<file path="config.mk">
export PLATFORM = sky130hd
export DESIGN_NAME = multicycle_alu
export DESIGN_NICKNAME = d
export VERILOG_FILES = /design/src/rtl/multicycle_alu.sv
export SDC_FILE = /design/constraint.sdc
export NUM_CORES = 1
export LEC_CHECK = 0
export CORE_UTILIZATION = 50
export DETAILED_ROUTE_END_ITERATION = 10
export GPL_TIMING_DRIVEN = 0
export PLACE_DENSITY = 0.7
export SYNTH_ARGS = -nofsm -noshare
export SYNTH_HDL_FRONTEND = slang
export SYNTH_SLANG_ARGS = --single-unit
</file>
<file path="constraint.sdc">
create_clock -name clk -period 5.3 [get_ports clk]
set_clock_uncertainty 0.15 [all_clocks]
set_input_delay 0.53 -clock clk [delete_from_list [all_inputs] [get_ports clk]]
set_output_delay 0.53 -clock clk [all_outputs]
set_load 0.05 [all_outputs]
</file>
<file path="src/rtl/multicycle_alu.sv">
// Multi-cycle ALU: single-cycle logic/add ops, shift-add multiply and restoring
// divide (one bit per cycle), valid/ready handshakes on both sides.
module multicycle_alu #(
    parameter int WIDTH = 19,
    parameter int OP_W  = 5
) (
    input  logic             clk,
    input  logic             rst_n,
    input  logic             in_valid,
    output logic             in_ready,
    input  logic [OP_W-1:0]  op,
    input  logic [WIDTH-1:0] a,
    input  logic [WIDTH-1:0] b,
    output logic             out_valid,
    input  logic             out_ready,
    output logic [WIDTH-1:0] result,
    output logic             negative,
    output logic             zero,
    output logic             carry,
    output logic             div_by_zero
);
    // state | meaning
    // IDLE  | waiting for a request, in_ready high
    // MUL   | shift-add multiply, one multiplier bit per cycle
    // DIV   | restoring divide, one quotient bit per cycle
    // DONE  | result valid, waiting for out_ready
    typedef enum logic [1:0] {S_IDLE, S_MUL, S_DIV, S_DONE} state_t;

    localparam int CNT_W = $clog2(WIDTH);

    localparam logic [OP_W-1:0] OP_ADD = OP_W'(0);
    localparam logic [OP_W-1:0] OP_SUB = OP_W'(1);
    localparam logic [OP_W-1:0] OP_MUL = OP_W'(2);
    localparam logic [OP_W-1:0] OP_DIV = OP_W'(3);
    localparam logic [OP_W-1:0] OP_INC = OP_W'(4);
    localparam logic [OP_W-1:0] OP_DEC = OP_W'(5);
    localparam logic [OP_W-1:0] OP_AND = OP_W'(6);
    localparam logic [OP_W-1:0] OP_OR  = OP_W'(7);
    localparam logic [OP_W-1:0] OP_XOR = OP_W'(8);
    localparam logic [OP_W-1:0] OP_NOT = OP_W'(9);
    localparam logic [OP_W-1:0] OP_REM = OP_W'(13);

    state_t             state_q;
    logic [CNT_W-1:0]   cnt_q;
    logic [WIDTH-1:0]   acc_q;
    logic [WIDTH-1:0]   opa_q;
    logic [WIDTH-1:0]   opb_q;
    logic [WIDTH-1:0]   rem_q;
    logic               is_rem_q;
    logic [WIDTH-1:0]   result_q;
    logic               carry_q;
    logic               dbz_q;

    logic [WIDTH-1:0]   alu_res_d;
    logic               alu_carry_d;
    logic [WIDTH:0]     sum_ext;
    logic               is_div_op;
    logic [WIDTH-1:0]   mul_acc_d;
    logic [WIDTH:0]     div_sh;
    logic [WIDTH:0]     div_diff;
    logic               div_ge;
    logic [WIDTH-1:0]   div_rem_d;
    logic [WIDTH-1:0]   div_quo_d;
    logic               last_step;

    assign is_div_op = (op == OP_DIV) || (op == OP_REM);

    always_comb begin
        alu_res_d   = '0;
        alu_carry_d = 1'b0;
        sum_ext     = {1'b0, a} + {1'b0, b};
        case (op)
            OP_ADD: begin
                alu_res_d   = sum_ext[WIDTH-1:0];
                alu_carry_d = sum_ext[WIDTH];
            end
            OP_SUB: begin
                alu_res_d   = a - b;
                alu_carry_d = a < b;
            end
            OP_INC: begin
                alu_res_d   = a + WIDTH'(1);
                alu_carry_d = &a;
            end
            OP_DEC: begin
                alu_res_d   = a - WIDTH'(1);
                alu_carry_d = (a == '0);
            end
            OP_AND:  alu_res_d = a & b;
            OP_OR:   alu_res_d = a | b;
            OP_XOR:  alu_res_d = a ^ b;
            OP_NOT:  alu_res_d = ~a;
            default: alu_res_d = '0;
        endcase
    end

    // Partial remainder stays below the divisor, so WIDTH+1 bits hold the trial
    // subtraction and its top bit acts as the borrow.
    assign mul_acc_d = opb_q[0] ? (acc_q + opa_q) : acc_q;
    assign div_sh    = {rem_q, opa_q[WIDTH-1]};
    assign div_diff  = div_sh - {1'b0, opb_q};
    assign div_ge    = ~div_diff[WIDTH];
    assign div_rem_d = div_ge ? div_diff[WIDTH-1:0] : div_sh[WIDTH-1:0];
    assign div_quo_d = {opa_q[WIDTH-2:0], div_ge};
    assign last_step = (cnt_q == CNT_W'(WIDTH - 1));

    always_ff @(posedge clk or negedge rst_n) begin
        if (!rst_n) begin
            state_q  <= S_IDLE;
            cnt_q    <= '0;
            acc_q    <= '0;
            opa_q    <= '0;
            opb_q    <= '0;
            rem_q    <= '0;
            is_rem_q <= 1'b0;
            result_q <= '0;
            carry_q  <= 1'b0;
            dbz_q    <= 1'b0;
        end else begin
            case (state_q)
                S_IDLE: begin
                    if (in_valid) begin
                        cnt_q    <= '0;
                        acc_q    <= '0;
                        rem_q    <= '0;
                        opa_q    <= a;
                        opb_q    <= b;
                        is_rem_q <= (op == OP_REM);
                        if (op == OP_MUL) begin
                            state_q <= S_MUL;
                        end else if (is_div_op && (b != '0)) begin
                            state_q <= S_DIV;
                        end else begin
                            result_q <= alu_res_d;
                            carry_q  <= alu_carry_d;
                            dbz_q    <= is_div_op;
                            state_q  <= S_DONE;
                        end
                    end
                end
                S_MUL: begin
                    acc_q <= mul_acc_d;
                    opa_q <= opa_q << 1;
                    opb_q <= opb_q >> 1;
                    cnt_q <= cnt_q + CNT_W'(1);
                    if (last_step) begin
                        result_q <= mul_acc_d;
                        carry_q  <= 1'b0;
                        dbz_q    <= 1'b0;
                        state_q  <= S_DONE;
                    end
                end
                S_DIV: begin
                    rem_q <= div_rem_d;
                    opa_q <= div_quo_d;
                    cnt_q <= cnt_q + CNT_W'(1);
                    if (last_step) begin
                        result_q <= is_rem_q ? div_rem_d : div_quo_d;
                        carry_q  <= 1'b0;
                        dbz_q    <= 1'b0;
                        state_q  <= S_DONE;
                    end
                end
                S_DONE: begin
                    if (out_ready) begin
                        state_q <= S_IDLE;
                    end
                end
                default: state_q <= S_IDLE;
            endcase
        end
    end

    assign in_ready    = (state_q == S_IDLE);
    assign out_valid   = (state_q == S_DONE);
    assign result      = result_q;
    assign negative    = result_q[WIDTH-1];
    assign zero        = (result_q == '0);
    assign carry       = carry_q;
    assign div_by_zero = dbz_q;

endmodule

</file>
After elaboration in Yosys (flattened, before gate mapping)
Index checks and enable logic that the tools add are counted.

Flip-flop bits (word level): 105. Bits in latches: 0. RAM bits: 0. Memory bits (read-only): 0. Input port bits: 47. Memories: 0.

Add/subtract/negate cells: 7. Multipliers: 0. Div/mod/pow operators: 0. Magnitude comparators: 1. Equal/unequal tests: 21. Shift-type cells: 0. Mux-type cells: 35. Bitwise logic cells: 5. Reductions and logical operators: 21.

Operators by type and width (number): two-way mux 19 bit (11); case mux 19 bit (8 select lines) (1); case mux 19 bit (2 select lines) (3); case mux 19 bit (3 select lines) (2); logical NOT 19 bit (2); adder 19 x 19 -> 20 bit (1); == test 5 x 3 -> 1 bit (second input constant) (4); subtractor 20 x 19 -> 20 bit (1); adder 19 x 1 -> 19 bit (second input constant) (1); adder 19 bit (1); bitwise AND 19 bit (1); less-than comparator 19 bit (1); NOT 19 bit (1); OR 19 bit (1); AND reduction 19 bit (1); nonzero test 19 bit (1); subtractor 19 x 1 -> 19 bit (second input constant) (1); subtractor 19 bit (1); XOR 19 bit (1); == test 5 x 4 -> 1 bit (second input constant) (3); == test 5 x 2 -> 1 bit (second input constant) (2); inequality test 2 bit (second input constant) (5); case mux 5 bit (2 select lines) (1); AND reduction 2 bit (5); other kinds (23) (38).

Depth between registers and ports, before layout
Gate-level depths: netlist (run 1).

Depth after elaboration: 7. Mapped depth: 14.

Worst setup path after synthesis (run 1)
No wires, ideal clock.

Kind: input port to flip-flop. Start: in op[4]. End: reg result_q[18] (netlist: result[18]). Library setup time: 126 ps. Arrival time: 3654 ps. Slack: 1370 ps. Stages on the path: 13. Cell sequence: clkbuf_1 nor3b_2 nand2_1 inv_1 ha_1 a21o_1 o41ai_2 a21oi_1 o31a_1 o21ai_1 mux2i_1 a41oi_1 a311o_1.

Cells in the longest elaborated chain, start to end: 6. Elaborated cells on any way between the ends: 21. Classes of those cells: eq/ne (12); mux (5); reduce/logical (4).

RTL lines: start, declared (RTL line 11) `input logic [OP_W-1:0] op,`; == test 5 x 4 -> 1 bit, or another cell as far along (RTL line 72) `case (op)`; case mux 19 bit (8 select lines) (RTL line 72); two-way mux 19 bit (RTL line 131) `end else if (is_div_op && (b != '0)) begin`; two-way mux 19 bit (RTL line 129) `if (op == OP_MUL) begin`; two-way mux 19 bit (RTL line 122) `if (in_valid) begin`; case mux 19 bit (3 select lines) (RTL line 120) `case (state_q)`; end signal, assigned (RTL line 134) `result_q <= alu_res_d;`; end signal, assigned (RTL line 147) `result_q <= mul_acc_d;`; end signal, assigned (RTL line 158) `result_q <= is_rem_q ? div_rem_d : div_quo_d;`; end, declared (RTL line 50) `logic [WIDTH-1:0] result_q;`.

Parallel ways exist; a longest one is shown, timed or not. The select of a mux whose other input is x is not followed. A chain may end at the register's enable or synchronous reset.

Worst setup path after layout (run 1)
Start: in op[2]. End: reg result_q[12] (netlist: result[12]).

The elaborated chain is that of the path after synthesis.

==> results by stage, run 1 <==
Worst setup path:
- Traced cell by cell, the critical path runs through clkdlybuf4s50_1 > nor3b_2 > nand2_1 > clkinvlp_4 > ha_1 > a21o_1 > o41ai_2 > nor3_1 > a2111oi_0 > xor2_1 > nor2_1 > o31ai_1 > o211ai_1.
- For the worst setup path, the data required time is 5.36 ns.
- The longest individual stage delay on the worst path is 0.64 ns.
- The critical setup path kind is in -> reg.
- The start of the worst register-to-register path is opa_q[18].
- The worst register-to-register path ends at result[8].
- STA classifies the critical path startpoint as an input pin.
- Following the worst setup path forward leads to its endpoint at result[12].
- Of all nets on the critical path, the largest fanout is 19.
- The depth of the most critical reg-to-reg path is 13.
- STA classifies the critical path endpoint as a register.
- The worst-case register-to-register setup slack is 1.68 ns.
- The largest individual stage delay along the critical path comes from the cell clkdlybuf4s50_1.
- The most critical setup path has its startpoint at op[2].
- The arrival time at the worst endpoint is 4.97 ns.

CTS:
- The CTS buffer count is 9.
- The maximum clock path buffer count is 2.
- The worst-skew pair later-pin latency is 0.37 ns.
- The H-tree generated during clock tree synthesis spans 3 levels.
- The count of hold buffers inserted by post-cts repair is 0.
- After clock tree synthesis, the clock-pin slew on the worst setup and hold paths is 0.08 ns.
- The number of clock sinks is 105.
- TritonCTS built the clock tree.
- The buffer type at the clock tree root is clkbuf_16.

Pwr:
- The total power after layout is 7.665 mW.
- The worst-case vdd ir drop is 0.3734 mV.
- Power spread over the standard cell area amounts to 606.4 mW/mm².
- The leakage dissipation is 5.485 nW.

Die:
- The core area is 0.02196 mm².
- The area of the die is 0.02317 mm².
- The chip width is 152.2 µm.
- The vertical die dimension is 152.2 µm.
- 72 I/O pins were placed.
- The initial utilization of the core area, before any placement, comes to 0.5137.
- After floorplanning, the core was divided into 54 placement rows.

GRT:
- The number of antenna violations at the first check in global routing is 1.
- The largest net degree at the start of global routing is 64.
- The global-route wire length before repair is 65340 µm.
- The number of global-route vias before repair is 11440.
- The overall routing resource usage is 0.3659.
- Global routing finished with a remaining overflow of 0.

Drt:
- The wire length reported by the detailed router is 42490 µm.
- In the routed design, unresolved DRC markers number 10.
- After detailed routing, the number of vias per cell comes to 6.643.
- The routed layout has 12040 vias.
- The per-cell routed wire length is 23.44 µm.
- The number of search-and-repair iterations in the first detailed-routing pass is 8.
- The number of violations reported at the end of detailed-routing iteration 0 is 1202.
- The number of nets still failing antenna checks after routing is 0.

Placement:
- The count of port buffers added during placement is 69.
- The weighted congestion at the end of routability-driven global placement is 1.011.
- After legalization and detailed placement, the total HPWL measured 33600 µm.
- The post-placement setup slack is -0.1502 ns.

STA:
- The minimum clock period after layout is 4.911 ns.
- The final-report setup violation count is 0.
- Setup slack closes at 0.3894 ns.
- The count of final max-slew check failures is 0.
- Derived from the worst setup path, the maximum achievable clock frequency is 203.6 MHz.
- Setup repair after global routing left no endpoint under its margin.
- The portion of the clock cycle consumed by the worst path in the final layout is 0.9265.
- The final count of hold timing violations is 0.
- For the pin with the worst max-slew slack, the measured transition is 1.107 ns.
- The worst max-slew margin expressed relative to the limit is 0.2577.

Synth:
- The number of warnings printed during yosys synthesis is 0.
- The cell area after synthesis is 0.01128 mm².
- After synthesis, the cell types taking the most area are dfrtp_1 (23%), ha_1 (13%), o21ai_0 (6.1%), a21oi_1 (5.2%), nand2_1 (4.7%).
- In the synthesized netlist the async set-or-reset flop fraction comes to 1.000.
- Of the post-synthesis cell area, the dominant cell type holds 0.2329.
- The net count after synthesis is 1616.
- The register bit total from synthesis is 105.
- The primary flip-flop cell chosen by synthesis mapping is dfrtp_1.
- The number of different library cells used by synthesis comes to 83.
- The cell count after synthesis came out at 1446.
- The sequential-to-total area share from yosys stat is 0.2329.
- The mean post-synth cell area is 7.801 µm².
- The post-synthesis cell type with the largest combined area is dfrtp_1.
- The count of flip-flops with a built-in enable after synthesis is 0.

Layout:
- The layout net count is 1697.
- The share of cells above drive strength 1 is 0.03460.
- The area overhead of the layout relative to synthesis is 12.05%.

Hold path:
- The class of the tightest hold or removal check is in -> async.

Run status:
- The run finished, with violations left.
- The checks that failed: design-rule violations.

Job:
- Max-cap violations in this run came to 0.
==> cell usage in the layout, fill, tap and decap left out, drive strengths merged, types with 6 or more instances in the layout <==
master           n
nand2          140
o21ai          139
a21oi          119
ha             118
nor2           113
dfrtp          105
inv             93
clkdlybuf4s50   68
clkbuf          66
mux2i           43
xnor2           39
nor3            29
nor4            27
a21o            26
nand2b          25
a22oi           24
nand3           23
a31oi           20
nand4           17
a211oi          17
o21a            15
o221ai          15
buf             15
a221oi          14
o31ai           14
nor2b           13
o211ai          13
and3            13
xor2            13
mux2            12
and2            11
o21bai          11
o22ai           11
and4             6
or3              6
a41oi            6
==> synthesized netlist by cell type (14+ instances only) <==
master,n
ha_1,118
nand2b_1,25
inv_1,89
a211oi_1,17
a31oi_1,20
nor4_1,27
clkbuf_1,56
o21ai_0,137
a221oi_1,14
dfrtp_1,105
nand4_1,17
nand2_1,140
a22oi_1,24
xnor2_1,39
nor2_1,113
a21oi_1,117
o21a_1,15
o221ai_1,15
a21o_1,26
o31ai_1,14
nand3_1,23
nor3_1,28
mux2i_1,43
==> cells by family (layout without fill, tap and decap cells) <==
family | count (synthesis) | after routing | share of synthesized area
other | 0 | 1 | 0
xor gates and xnor gates | 52 | 52 | 0.04037
DFF | 105 | 105 | 0.2329
and+or+nand+nor | 438 | 438 | 0.1861
adders and majority gates | 123 | 123 | 0.1398
muxes | 55 | 55 | 0.05013
buffers and inverters | 162 | 248 | 0.05601
AOI/OAI and AO/OA | 511 | 511 | 0.2947
==> how the worst min path moves through the flow <==
stage              from  endpoint  slack, ns  cells after the start
4_1_cts           rst_n  acc_q[5]       0.04                      1
3_3_place_gp   opb_q[1]  opb_q[1]       0.34                      2
6_report          rst_n  acc_q[3]      0.003                      1
2_1_floorplan     rst_n  acc_q[0]       0.08                      0
5_1_grt           rst_n  acc_q[3]       0.05                      1
3_5_place_dp   opb_q[5]  opb_q[5]       0.35                      2
==> per-layer routing <==
layer  share of wire  track usage  routed length, µm
met1            0.40       0.4702              17070
met3           0.093      0.06286               3955
met5               0            0                  0
met2            0.46       0.5964              19370
met4           0.049       0.1778               2096
==> metrics by stage <==
step	utilization	hold WS, ns	cell area, µm²	std cells	TNS [ns]
after floorplan	-	0.08441	11280	1446	0
after global placement	0.5611	0.3405	12320	1795	-64.59
after detailed placement	0.5623	0.3498	12350	1796	-0.2452
after CTS	0.5753	0.03712	12630	1812	0
after global routing	0.5755	0.05498	12640	1812	0
final	0.5756	0.002558	12640	1813	0
==> registers in the layout (all words and copies together) (netlist names) <==
register,cells
acc_q,19
carry,1
cnt_q,5
div_by_zero,1
is_rem_q,1
opa_q,19
opb_q,19
rem_q,19
result,19
state_q,2
==> repair_timing <==
action	CTS	global route
endpoints found under the setup margin	0	1
buffers inserted	0	0
resized for setup	0	1
==> report_power, final <==
| part | total, mW | internal (mW) | switching (mW) |
|---|---|---|---|
| clock | 0.669 | 0.339 | 0.330 |
| sequential | 1.61 | 1.17 | 0.442 |
| combinational | 5.38 | 2.00 | 3.38 |
| total | 7.66 | 3.51 | 4.16 |
==> layout make-up <==
cell class	instances	area, µm²
diodes	1	2.502
plain buffers	69	282.8
clock buffers	10	239.0
clock inverters	6	47.55
fillers	2113	9319
inverters	93	352.8
multi-input cells	1179	8021
flip-flops and latches	105	2628
well taps	280	350.3
repair buffers	70	715.7
==> critical path, delay by kind of cell <==
| kind | cells | cell delay, ns |
|---|---|---|
| buffers and inverters | 2 | 1.02 |
| adders and majority gates | 1 | 0.38 |
| and+or+nand+nor | 4 | 0.91 |
| AOI/OAI and AO/OA | 5 | 1.92 |
| xor gates and xnor gates | 1 | 0.21 |
Power figures use the tool's default switching activity.
==> run 2, diff against run 1 <==
Settings changed: CORE_UTILIZATION 50 to 55, PLACE_DENSITY 0.7 to 0.76.
==> run 2 against run 1 <==
Net effect: the flow now finishes without violations; setup slack worse by 0.043 ns; sequential share of layout area about the same; combinational power down 0.7%; clock power up 12%; sequential cell count unchanged; maximum frequency down 0.87%; count of clock-buffer cells in the layout down 1; critical path type unchanged; critical endpoint unchanged.
==> results by stage, run 2 (synthesis results as in run 1) <==
Run status:
- Status: complete, no violations (was complete, but fails checks).

Worst setup path:
- The worst-path maximum fanout is 19 (unchanged).
- The kind of cell adding the most delay to the critical path is compound AO/OA/AOI/OAI gates (unchanged).
- The longest individual stage delay on the worst path is 0.64 ns (about the same).
- The critical setup path kind is in -> reg (unchanged).
- The required time reported for the critical path endpoint is 5.36 ns (about the same).
- The slowest cell on the critical path is clkdlybuf4s50_1 (unchanged).
- The critical path startpoint is op[2] (unchanged).
- The launching element type of the critical path is an input pin (unchanged).
- Cell-by-cell trace of the critical path: clkdlybuf4s50_1 > nor3b_2 > nand2_1 > clkinvlp_4 > ha_1 > a21o_1 > o41ai_2 > nor3_1 > a2111oi_0 > xor2_1 > nor2_1 > o31ai_1 > o211ai_1 (unchanged).
- The kind of end point of the critical path is a register (unchanged).
- The start of the worst register-to-register path was state_q[0] (was opa_q[18]).
- The worst path buffer plus inverter count came to 2 (unchanged).
- The arrival time at the worst endpoint is 5.02 ns (was 4.97 ns).

Drt:
- The number of search-and-repair iterations in the first detailed-routing pass is 8 (unchanged).
- The wire length reported by the detailed router is 42260 µm (was 42490 µm).
- The routed length on met2 was 18730 µm (was 19370 µm).
- The highest metal layer with signal wires is met4 (unchanged).
- The per-cell routed wire length came to 23.45 µm (was 23.44 µm).
- The number of design rule violations left after detail routing is 0 (was 10).
- The number of violations reported at the end of detailed-routing iteration 0 is 1470 (was 1202).
- The number of vias per cell after detailed routing is 6.723 (was 6.643).
- The routed length on met1 is 16370 µm (was 17070 µm).
- The length of routed met3 wiring was 4697 µm (was 3955 µm).
- The number of nets still failing antenna checks after routing is 0 (unchanged).
- The vias after detailed routing is 12120 (was 12040).

GRT:
- The overall routing resource usage is 0.4012 (was 0.3659).
- The number of global-route vias before repair is 11420 (was 11440).
- The global-route wire length before repair is 65040 µm (was 65340 µm).
- The largest net degree at the start of global routing is 55 (was 64).
- The number of antenna violations at the first check in global routing is 0 (was 1).
- The final global-route overflow total came to 0 (unchanged).

Placement:
- The count of port buffers added during placement is 69 (unchanged).
- The number of instances in the placed design was 1786 (was 1796).
- The post-placement setup slack is -0.06093 ns (was -0.1502 ns).
- The detailed placer's ending HPWL is 32770 µm (was 33600 µm).
- The weighted congestion at the end of routability-driven global placement is 0.9965 (was 1.011).

CTS:
- The buffer type at the clock tree root is clkbuf_16 (unchanged).
- The CTS buffer count is 9 (unchanged).
- The maximum clock path buffer count is 2 (unchanged).
- The CTS tree is built (unchanged).
- The H-tree depth is 3 (unchanged).
- The number of clock sinks was 105 (unchanged).
- The clock transition at the registers of the reported paths came to 0.09 ns (was 0.08 ns).
- The number of post-CTS setup repair buffers is 0 (unchanged).
- The worst-skew pair later-pin latency came to 0.37 ns (about the same).

Layout:
- The most common library cell in the layout ignoring fill and taps is nand2_1 (unchanged).
- The area overhead of the layout relative to synthesis is 12.21% (was 12.05%).
- The layout net count is 1697 (unchanged).
- The total inserted antenna cells came to 0 (was 1).
- The number of fillers in the final layout is 1826 (was 2113).
- The share of cells above drive strength 1 is 0.03460 (unchanged).
- The non-filler instance count after layout is 1802 (was 1813).
- Commonest cells after routing, fill and taps aside: nand2_1 (140), o21ai_0 (136), ha_1 (118), a21oi_1 (117), nor2_1 (113) (was nand2_1 (140), o21ai_0 (137), ha_1 (118), a21oi_1 (117), nor2_1 (113)).

STA:
- The post-route worst hold slack is 0.04648 ns (was 0.002558 ns).
- The portion of the clock cycle consumed by the worst path in the final layout is 0.9346 (was 0.9265).
- The final count of hold timing violations is 0 (unchanged).
- The highest achievable clock rate came to 201.9 MHz (was 203.6 MHz).
- The worst-margin pin slew came to 1.006 ns (was 1.107 ns).
- The worst max-slew margin expressed relative to the limit is 0.3276 (was 0.2577).
- The final-report setup violation count is 0 (unchanged).
- RSZ-0062 raised after global routing: no (unchanged).
- The count of final max-slew check failures is 0 (unchanged).
- The minimum clock period after layout is 4.954 ns (was 4.911 ns).
- The worst setup margin is 0.3464 ns (was 0.3894 ns).

Die:
- The core area is 0.02017 mm² (was 0.02196 mm²).
- The initial core utilization came to 0.5593 (was 0.5137).
- The chip width is 145.2 µm (was 152.2 µm).
- The area of the die is 0.02109 mm² (was 0.02317 mm²).
- The site row count is 52 (was 54).
- The vertical die dimension is 145.2 µm (was 152.2 µm).
- The number of top-level pins is 72 (unchanged).

Pwr:
- The total power after layout is 7.706 mW (was 7.665 mW).
- The worst-case vdd ir drop is 0.2649 mV (was 0.3734 mV).
- The power density over the cells came to 608.8 mW/mm² (was 606.4 mW/mm²).
- The leakage dissipation is 5.497 nW (was 5.485 nW).

Hold path:
- The class of the tightest hold or removal check is in -> async (unchanged).

Job:
- The reported max-cap violation count is 0 (unchanged).
run 2: stage by stage:
stage	instance area [µm²]	utilization	setup TNS, ns
global placement	12310	0.6103	-57.52
detailed placement	12330	0.6115	-0.06093
floorplan	11280	-	0
global route	12660	0.6276	0
CTS	12650	0.6274	0
finish	12660	0.6276	0
run 2: worst paths after layout:
| path | slack, ns | cells past startpoint | endpoint |
|---|---|---|---|
| setup / recovery | 0.35 | 13 | result[12] |
| hold / removal | 0.05 | 1 | opa_q[6] |
| setup reg to reg | 1.58 | 11 | result[5] |
| hold reg to reg | 0.36 | 2 | opb_q[15] |
| max in group asynchronous | 4.21 | 2 | opb_q[15] |
| min in group clk | 0.36 | 2 | opb_q[15] |
run 2: layout make-up:
class                           count  area, µm²  share of cell area
Timing Repair Buffer               70      715.7             0.05654
Clock buffer                        9      225.2             0.01779
Buffer                             69      282.8             0.02234
Sequential cell                   105       2628              0.2076
Tap cell                          270      337.8             0.02669
Multi-Input combinational cell   1179       8021              0.6337
Clock inverter                      7      95.09            0.007512
Inverter                           93      352.8             0.02787
run 2: routing by layer:
| metal | up-vias | track usage |
|---|---|---|
| met5 | - | 0 |
| met4 | 0 | 0.2216 |
| met3 | 166 | 0.07799 |
| met2 | 752 | 0.6327 |
| met1 | 5696 | 0.5162 |
| li1 | 5501 | - |
run 2: where the power goes:
group,internal (mW),switching [mW]
sequential,1.17,0.445
combinational,2.00,3.34
clock,0.383,0.364
total,3.56,4.15
run 2: timing repair:
item,CTS,global route
resized for setup,0,2
setup endpoints to repair,0,2
hold buffers,0,0
run 2: worst reg2reg max path: stages, from the launching register on:
cell and delay [ns]:
dfrtp_1 0.42, inv_1 0.11, ha_1 0.25, clkbuf_1 0.20, clkinv_1 0.21, nor2_1 0.12
nor2_1 0.35, o21a_1 0.20, o21a_1 0.15, clkbuf_1 0.55, o311ai_0 0.45, o32a_1 0.44
